$ cat config.mk
export PLATFORM = sky130hd
export DESIGN_NAME = mem_req_buffer
export DESIGN_NICKNAME = d
export VERILOG_FILES = /design/src/rtl/mem_req_buffer_pkg.sv /design/src/rtl/mem_req_buffer_req_fifo.sv /design/src/rtl/mem_req_buffer.sv
export SDC_FILE = /design/constraint.sdc
export NUM_CORES = 1
export LEC_CHECK = 0
export ABC_AREA = 1
export CAP_MARGIN = 10
export CORE_AREA = 2 2 324 326
export CTS_CLUSTER_DIAMETER = 200
export CTS_CLUSTER_SIZE = 28
export DETAILED_ROUTE_END_ITERATION = 8
export DIE_AREA = 0 0 326 328
export GPL_TIMING_DRIVEN = 0
export HOLD_SLACK_MARGIN = 0.15
export PLACE_DENSITY = 0.68
export SYNTH_ARGS = -nofsm -noshare
export SYNTH_HDL_FRONTEND = slang
export SYNTH_HIERARCHICAL = 1
export SYNTH_SLANG_ARGS = --single-unit
$ cat constraint.sdc
create_clock -name i_clk -period 7.4 [get_ports i_clk]
set_input_delay 0.74 -clock i_clk [delete_from_list [all_inputs] [get_ports i_clk]]
set_output_delay 0.74 -clock i_clk [all_outputs]
set_load 0.01 [all_outputs]
$ cat src/rtl/mem_req_buffer_pkg.sv
// Shared constants and record layout helpers for the PE-to-memory request buffer.
// Data record, LSB first: be | wdata | we | addr.
package mem_req_buffer_pkg;

  localparam int DEPTH_DEF = 2;

  function automatic int f_lvlw(input int depth);
    return $clog2(depth + 1);
  endfunction

  function automatic int f_ptrw(input int depth);
    return (depth > 1) ? $clog2(depth) : 1;
  endfunction

  localparam int LVLW = f_lvlw(DEPTH_DEF);
  localparam int PTRW = f_ptrw(DEPTH_DEF);

  localparam int BE_LSB = 0;

  function automatic int wdata_lsb(input int dw);
    return dw / 8;
  endfunction

  function automatic int we_bit(input int dw);
    return dw / 8 + dw;
  endfunction

  function automatic int addr_lsb(input int dw);
    return dw / 8 + dw + 1;
  endfunction

endpackage

$ cat src/rtl/mem_req_buffer_req_fifo.sv
// Single-channel request FIFO with level tracking and synchronous flush.
// The read port is forced to zero when empty so the memory side sees a clean bus.
module req_fifo
  import mem_req_buffer_pkg::*;
#(
  parameter int PW    = 32,
  parameter int DEPTH = 2,
  localparam int LW   = f_lvlw(DEPTH),
  localparam int PW2  = f_ptrw(DEPTH)
) (
  input  logic          i_clk,
  input  logic          i_rst_n,
  input  logic          push,
  input  logic          pop,
  input  logic          flush,
  input  logic [PW-1:0] wdata,
  output logic [PW-1:0] rdata,
  output logic          full,
  output logic          empty,
  output logic [LW-1:0] level
);

  logic [PW2-1:0] wptr, rptr;
  logic [PW-1:0]  mem [DEPTH];
  logic           do_push, do_pop;

  assign full    = (level == LW'(DEPTH));
  assign empty   = (level == '0);
  assign do_push = push & ~full;
  assign do_pop  = pop & ~empty;
  assign rdata   = empty ? '0 : mem[rptr];

  // Flush wins over push/pop; a pop in the same cycle is already consumed downstream.
  always_ff @(posedge i_clk or negedge i_rst_n) begin
    if (!i_rst_n) begin
      wptr  <= '0;
      rptr  <= '0;
      level <= '0;
    end else if (flush) begin
      wptr  <= '0;
      rptr  <= '0;
      level <= '0;
    end else begin
      if (do_push) wptr <= wptr + PW2'(1);
      if (do_pop)  rptr <= rptr + PW2'(1);
      level <= level + LW'(do_push) - LW'(do_pop);
    end
  end

  always_ff @(posedge i_clk) begin
    if (do_push && !flush) mem[wptr] <= wdata;
  end

endmodule

$ cat src/rtl/mem_req_buffer.sv
// Per-PE instruction and data request FIFOs between the PEs and shared memory,
// with word-offset address relocation applied on the way in.
module mem_req_buffer
  import mem_req_buffer_pkg::*;
#(
  parameter int NUM_PE = 3,
  parameter int AW     = 32,
  parameter int DW     = 32,
  parameter int DEPTH  = 2,
  localparam int BW    = DW / 8,
  localparam int LW    = f_lvlw(DEPTH)
) (
  input  logic                 i_clk,
  input  logic                 i_rst_n,
  input  logic [NUM_PE-1:0]    i_instr_req,
  input  logic [NUM_PE*AW-1:0] i_instr_addr,
  input  logic [NUM_PE*AW-1:0] i_instr_offset,
  input  logic [NUM_PE-1:0]    i_instr_flush,
  output logic [NUM_PE-1:0]    o_instr_gnt,
  input  logic [NUM_PE-1:0]    i_data_req,
  input  logic [NUM_PE-1:0]    i_data_we,
  input  logic [NUM_PE*AW-1:0] i_data_addr,
  input  logic [NUM_PE*DW-1:0] i_data_wdata,
  input  logic [NUM_PE*BW-1:0] i_data_be,
  input  logic [NUM_PE*AW-1:0] i_data_offset,
  output logic [NUM_PE-1:0]    o_data_gnt,
  output logic [NUM_PE-1:0]    o_instr_req,
  output logic [NUM_PE*AW-1:0] o_instr_addr,
  input  logic [NUM_PE-1:0]    i_mem_instr_gnt,
  output logic [NUM_PE-1:0]    o_data_req,
  output logic [NUM_PE-1:0]    o_data_we,
  output logic [NUM_PE*AW-1:0] o_data_addr,
  output logic [NUM_PE*DW-1:0] o_data_wdata,
  output logic [NUM_PE*BW-1:0] o_data_be,
  input  logic [NUM_PE-1:0]    i_mem_data_gnt,
  output logic [NUM_PE*LW-1:0] o_instr_level,
  output logic [NUM_PE*LW-1:0] o_data_level
);

  localparam int DPW   = AW + 1 + DW + BW;
  localparam int WD_LO = wdata_lsb(DW);
  localparam int WE_B  = we_bit(DW);
  localparam int AD_LO = addr_lsb(DW);

  for (genvar p = 0; p < NUM_PE; p++) begin : g_pe
    logic          i_full, i_empty, i_push, i_pop;
    logic          d_full, d_empty, d_push, d_pop;
    logic [AW-1:0] i_reloc, d_reloc;
    logic [DPW-1:0] d_wr, d_rd;

    // Offsets are in words; top two offset bits fall off and wrap is silent.
    assign i_reloc = i_instr_addr[p*AW +: AW] + {i_instr_offset[p*AW +: AW-2], 2'b00};
    assign d_reloc = i_data_addr[p*AW +: AW]  + {i_data_offset[p*AW +: AW-2], 2'b00};

    assign o_instr_gnt[p] = i_rst_n & ~i_full & ~i_instr_flush[p];
    assign o_data_gnt[p]  = i_rst_n & ~d_full;
    assign i_push = i_instr_req[p] & o_instr_gnt[p];
    assign d_push = i_data_req[p] & o_data_gnt[p];
    assign i_pop  = ~i_empty & i_mem_instr_gnt[p];
    assign d_pop  = ~d_empty & i_mem_data_gnt[p];

    assign o_instr_req[p] = ~i_empty;
    assign o_data_req[p]  = ~d_empty;

    assign d_wr = {d_reloc, i_data_we[p], i_data_wdata[p*DW +: DW], i_data_be[p*BW +: BW]};

    assign o_data_be[p*BW +: BW]    = d_rd[BE_LSB +: BW];
    assign o_data_wdata[p*DW +: DW] = d_rd[WD_LO +: DW];
    assign o_data_we[p]             = d_rd[WE_B];
    assign o_data_addr[p*AW +: AW]  = d_rd[AD_LO +: AW];

    req_fifo #(.PW(AW), .DEPTH(DEPTH)) u_instr (
      .i_clk   (i_clk),
      .i_rst_n (i_rst_n),
      .push    (i_push),
      .pop     (i_pop),
      .flush   (i_instr_flush[p]),
      .wdata   (i_reloc),
      .rdata   (o_instr_addr[p*AW +: AW]),
      .full    (i_full),
      .empty   (i_empty),
      .level   (o_instr_level[p*LW +: LW])
    );

    req_fifo #(.PW(DPW), .DEPTH(DEPTH)) u_data (
      .i_clk   (i_clk),
      .i_rst_n (i_rst_n),
      .push    (d_push),
      .pop     (d_pop),
      .flush   (1'b0),
      .wdata   (d_wr),
      .rdata   (d_rd),
      .full    (d_full),
      .empty   (d_empty),
      .level   (o_data_level[p*LW +: LW])
    );
  end

endmodule

==> results.md <==
- The number of port buffers is around 830.
- In this run the vertical extent of the chip is 328 µm.
- The critical path start-end classification is primary input to primary output.
- Of the total synthesized cell area, the portion taken by full adders, half adders and majority gates is 0.0653.
- The final setup skew is about 0.022 ns.
- The class of the most critical hold timing path is primary input to asynchronous set/reset pin.
- The number of maximum-capacitance violations is 0.
- The TritonCTS clock tree is yes.
- The data required time of the worst path is approximately 6.7 ns.
- In the finished design, the share of the clock period the worst path needs comes to 0.603.
- The setup slack of the most critical reg-to-reg path is about 4.5 ns.
- In the final layout, the share of cells above drive strength 1 is 0.0581.
- The kind of end point of the critical path is a primary output.
- The die covers between 0.1 and 0.15 mm².
- The maximum buffer depth of the clock tree is 3.
- The count of yosys warnings during synthesis is 6.
- The share of total power dissipated in combinational logic is 0.309.
- The tightest hold path in the finished design has a slack of ~0.58 ns.
- The share of total power dissipated in sequential elements is 0.480.
- The initial antenna violation count is 22.
- The average wire per standard cell is around 19 µm.
- The highest routing layer actually used is met5.
- The flow ran to the end, and the final reports show no timing, DRC or antenna violations.
- The site row count is around 120.
- The cell area power density is ~180 mW/mm².
- The startpoint of the worst-slack reg-to-reg timing path is g_pe[1].u_data/level[1].
- The initial utilization of the core area, before any placement, comes to 0.363.
- The first global-routing pass estimated approximately 190000 µm of wire.
- The final weighted congestion of routability-driven global placement is about 0.9.
- The cell at the root of the clock tree is sky130_fd_sc_hd__clkbuf_16.
- The number of standard cells after synthesis is ~4500.
- The total number of H-tree levels is 1.
- Together, buffers and inverters on the worst path number 5.
- The number of flops mapped to enable cells by yosys is a little over 600.
- VDD sags by at most around 0.19 mV.
- The total half-perimeter wirelength after legalization and detailed placement is 106000 µm.
- The dominant combinational cell family by area after synthesis is simple AND/OR/NAND/NOR gates.
- The internal power consumption is between 5000 and 6000 µW.
- The worst pin sits at a relative slew slack of 0.325.
- Walking the worst path, the cells encountered are dlygate4sd3_1 -> buf_2 -> buf_12 -> clkinv_1 -> nor3_1 -> clkdlybuf4s50_1.
- Measured against the total synthesized area, the mux share comes to 0.
- The count of nets left with antenna violations once routing finished came out at 0.
- The fill cell instance count of the final layout is approximately 9900.
- Of the synthesized area, sequential elements account for 0.502.
- The largest net degree at the start of global routing is 33.
- The total of endpoints with negative setup slack in the final report is 0.
- Global routing finished with a remaining overflow of 0.
- The worst-path cell with the longest stage delay is sky130_fd_sc_hd__clkinv_1.
- Before antenna repair, the detailed router went through 6 iterations.
- The number of max-slew violations in the final report is 0.
- The clock reaches the later pin of the worst-skew pair after 0.63 ns.
- Synthesis inferred between 600 and 700 register bits.
- The number of clock buffers added by TritonCTS is 26.
- The mean area per synthesized cell is approximately 8.3 µm².
- The post-route met1 wirelength is about 54000 µm.
- Clock-pin slew was measured on the worst setup and hold paths at 0.11 ns.
- The proportion of register bits with asynchronous set or reset after synthesis is 0.0381.
- The time the final worst path needs with I/O delays and setup is between 4 and 5 ns.
- Among all flip-flop cells after synthesis, the most frequent one is sky130_fd_sc_hd__edfxtp_1.
- The final route contains about 33000 vias.
- The critical path starts at i_rst_n.
- Power comes to roughly 8600 µW.
- The share of total power dissipated in the clock network is 0.211.
- The number of endpoints with negative hold slack in the final report was 0.
- STA classifies the critical path startpoint as a primary input.
- The total area inside the core boundary comes to 0.103 mm².
- Setup repair after global routing left no endpoint under its margin.
- The final worst setup slack is 2.94 ns.
- The clock net in this run drives a total of 630 sinks.
- The data arrival time of the critical path is 3.72 ns.
- Gates resized during post-CTS repair numbered 0.
- Prior to clock tree synthesis, the placed netlist has a worst setup slack of about 2.5 ns.
- In this run the worst path has a maximum fanout of 14.
- The complex-gate fraction of the synthesized area is 0.0716.
- For the pin with the worst max-slew slack, the measured transition is slightly above 1 ns.
- The peak per-stage delay on the critical path is roughly 0.68 ns.
- In the detailed route, the total length drawn on met2 is between 60000 and 70000 µm.
- The via count of the first global-routing pass is around 32000.
- The area share of xor/xnor cells in the synthesized design is 0.0215.
- For this block, the initial DRC count from the detailed router was 2636.
- The area growth from synthesis to layout is 30.7%.
- The synthesized netlist occupies a cell area of about 0.037 mm².
- Of the total synthesized cell area, the portion taken by AND, OR, NAND and NOR gates is 0.258.
- approximately 840 I/O pins were placed.
- The leakage power is 0.0214 µW.
- The final wirelength is approximately 130000 µm.
- The post-detailed-route via-to-cell ratio is approximately 4.8.
- The detailed route wirelength on metal3 is around 8100 µm.
- For this run, the total global-route usage over all layers was measured as 0.233.
- The synthesized netlist contains 36 unique library cells.
- After detailed routing, the number of remaining DRC violations is 0.
- Grouping stages by cell kind, the critical path spends the most delay in buffers and inverters.
- The final layout contains 6141 nets.
- From left edge to right edge, the die measures around 330 µm.
- The maximum frequency from static timing analysis is 0.224 GHz.
- For this design the total switching power over the nets is ~2700 µW.
- The switching share of power is 0.316.
==> state kept, by name, summed over array words and instances (netlist names) <==
name                count
g_pe.u_data/mem       414
g_pe.u_instr/rptr       3
g_pe.u_instr/mem      192
g_pe.u_instr/wptr       3
g_pe.u_instr/level      6
g_pe.u_data/wptr        3
g_pe.u_data/level       6
g_pe.u_data/rptr        3
==> metal layers <==
metal	vias to the layer above	track usage
li1	16359	-
met1	15391	0.297
met2	1051	0.397
met3	181	0.0382
met4	4	0.0904
met5	-	0
==> layout by cell type (no fill, tap or decap), types with 24 or more instances in the layout <==
master                               n
sky130_fd_sc_hd__nand2_1          1789
sky130_fd_sc_hd__inv_1             631
sky130_fd_sc_hd__ha_1              186
sky130_fd_sc_hd__buf_6              46
sky130_fd_sc_hd__nand2_2            37
sky130_fd_sc_hd__nor2_1            279
sky130_fd_sc_hd__a21oi_1           398
sky130_fd_sc_hd__clkbuf_16          27
sky130_fd_sc_hd__dfrtp_1            24
sky130_fd_sc_hd__xor2_1             70
sky130_fd_sc_hd__buf_2              73
sky130_fd_sc_hd__nand3_1           165
sky130_fd_sc_hd__nand4_1            30
sky130_fd_sc_hd__a21oi_2            29
sky130_fd_sc_hd__clkdlybuf4s50_1   825
sky130_fd_sc_hd__nor2_2             24
sky130_fd_sc_hd__edfxtp_1          606
sky130_fd_sc_hd__o21bai_1           25
==> logic make-up after synthesis <==
logic type | count (synthesis)
buf+inv | 737
other cells | 1
fa+ha+maj | 192
compound gates | 485
xor+xnor | 92
simple gates | 2394
flops | 630
==> cell usage after synthesis (11+ instances only) <==
library cell / count / area, µm²
sky130_fd_sc_hd__nand3_1: 165 / 826
sky130_fd_sc_hd__xnor2_1: 22 / 193
sky130_fd_sc_hd__buf_6: 21 / 236
sky130_fd_sc_hd__a21oi_2: 29 / 254
sky130_fd_sc_hd__ha_1: 186 / 2330
sky130_fd_sc_hd__nor2_2: 24 / 150
sky130_fd_sc_hd__o21bai_1: 25 / 188
sky130_fd_sc_hd__dfrtp_1: 24 / 601
sky130_fd_sc_hd__nand3_2: 15 / 150
sky130_fd_sc_hd__o21ai_0: 12 / 60.1
sky130_fd_sc_hd__a21oi_1: 398 / 1990
sky130_fd_sc_hd__nor2_1: 285 / 1070
sky130_fd_sc_hd__buf_2: 72 / 360
sky130_fd_sc_hd__inv_1: 631 / 2370
sky130_fd_sc_hd__edfxtp_1: 606 / 18200
sky130_fd_sc_hd__nand2_2: 37 / 231
sky130_fd_sc_hd__nand2_1: 1789 / 6720
sky130_fd_sc_hd__nor2_4: 11 / 124
sky130_fd_sc_hd__nor3_1: 27 / 135
sky130_fd_sc_hd__xor2_1: 70 / 613
sky130_fd_sc_hd__nand4_1: 30 / 188
==> power by group through the flow <==
stage,registers (µW),logic (µW),clock network (µW)
detailed placement,4230,2650,0
finish,4140,2670,1820
floorplan,4230,1330,0
global route,4150,2910,1980
global placement,4240,2600,0
CTS,4140,2670,1880
==> path summary, 6_finish.rpt <==
kind                                        endpoint  cells after the start
max in group asynchronous        g_pe[0].u_data/wptr                      3
min in group i_clk               g_pe[1].u_data/wptr                      4
max reg2reg                g_pe[1].u_data/mem[1][38]                     10
max                                   o_instr_gnt[1]                      6
min                         g_pe[1].u_instr/level[1]                      2
min reg2reg                      g_pe[1].u_data/wptr                      4
==> per-stage QoR <==
step	std cells	setup TNS [ns]	utilization	area (µm²)
after floorplan	4542	0	-	37500
after global placement	6748	-2062.90	0.460	47500
after detailed placement	6788	0	0.466	48100
after CTS	6837	0	0.474	48900
after global routing	6856	0	0.474	48900
final	6859	0	0.474	49000
==> final cells by class <==
cell class                      count  area, µm²  area share
Antenna cell                       22       55.1     0.00112
Buffer                             96        619      0.0127
Clock buffer                       47        751      0.0153
Clock inverter                      1       16.3    0.000332
Inverter                          641       2420      0.0495
Multi-Input combinational cell   3175      15700       0.321
Sequential cell                   630      18800       0.384
Tap cell                         1380       1730      0.0353
Timing Repair Buffer              867       8820       0.180
==> repair_timing <==
item	in CTS	in global routing
setup buffers	0	0
hold endpoints to repair	11	0
endpoints found under the setup margin	0	0
hold buffers	1	0
(Power assumes the default switching activity.)
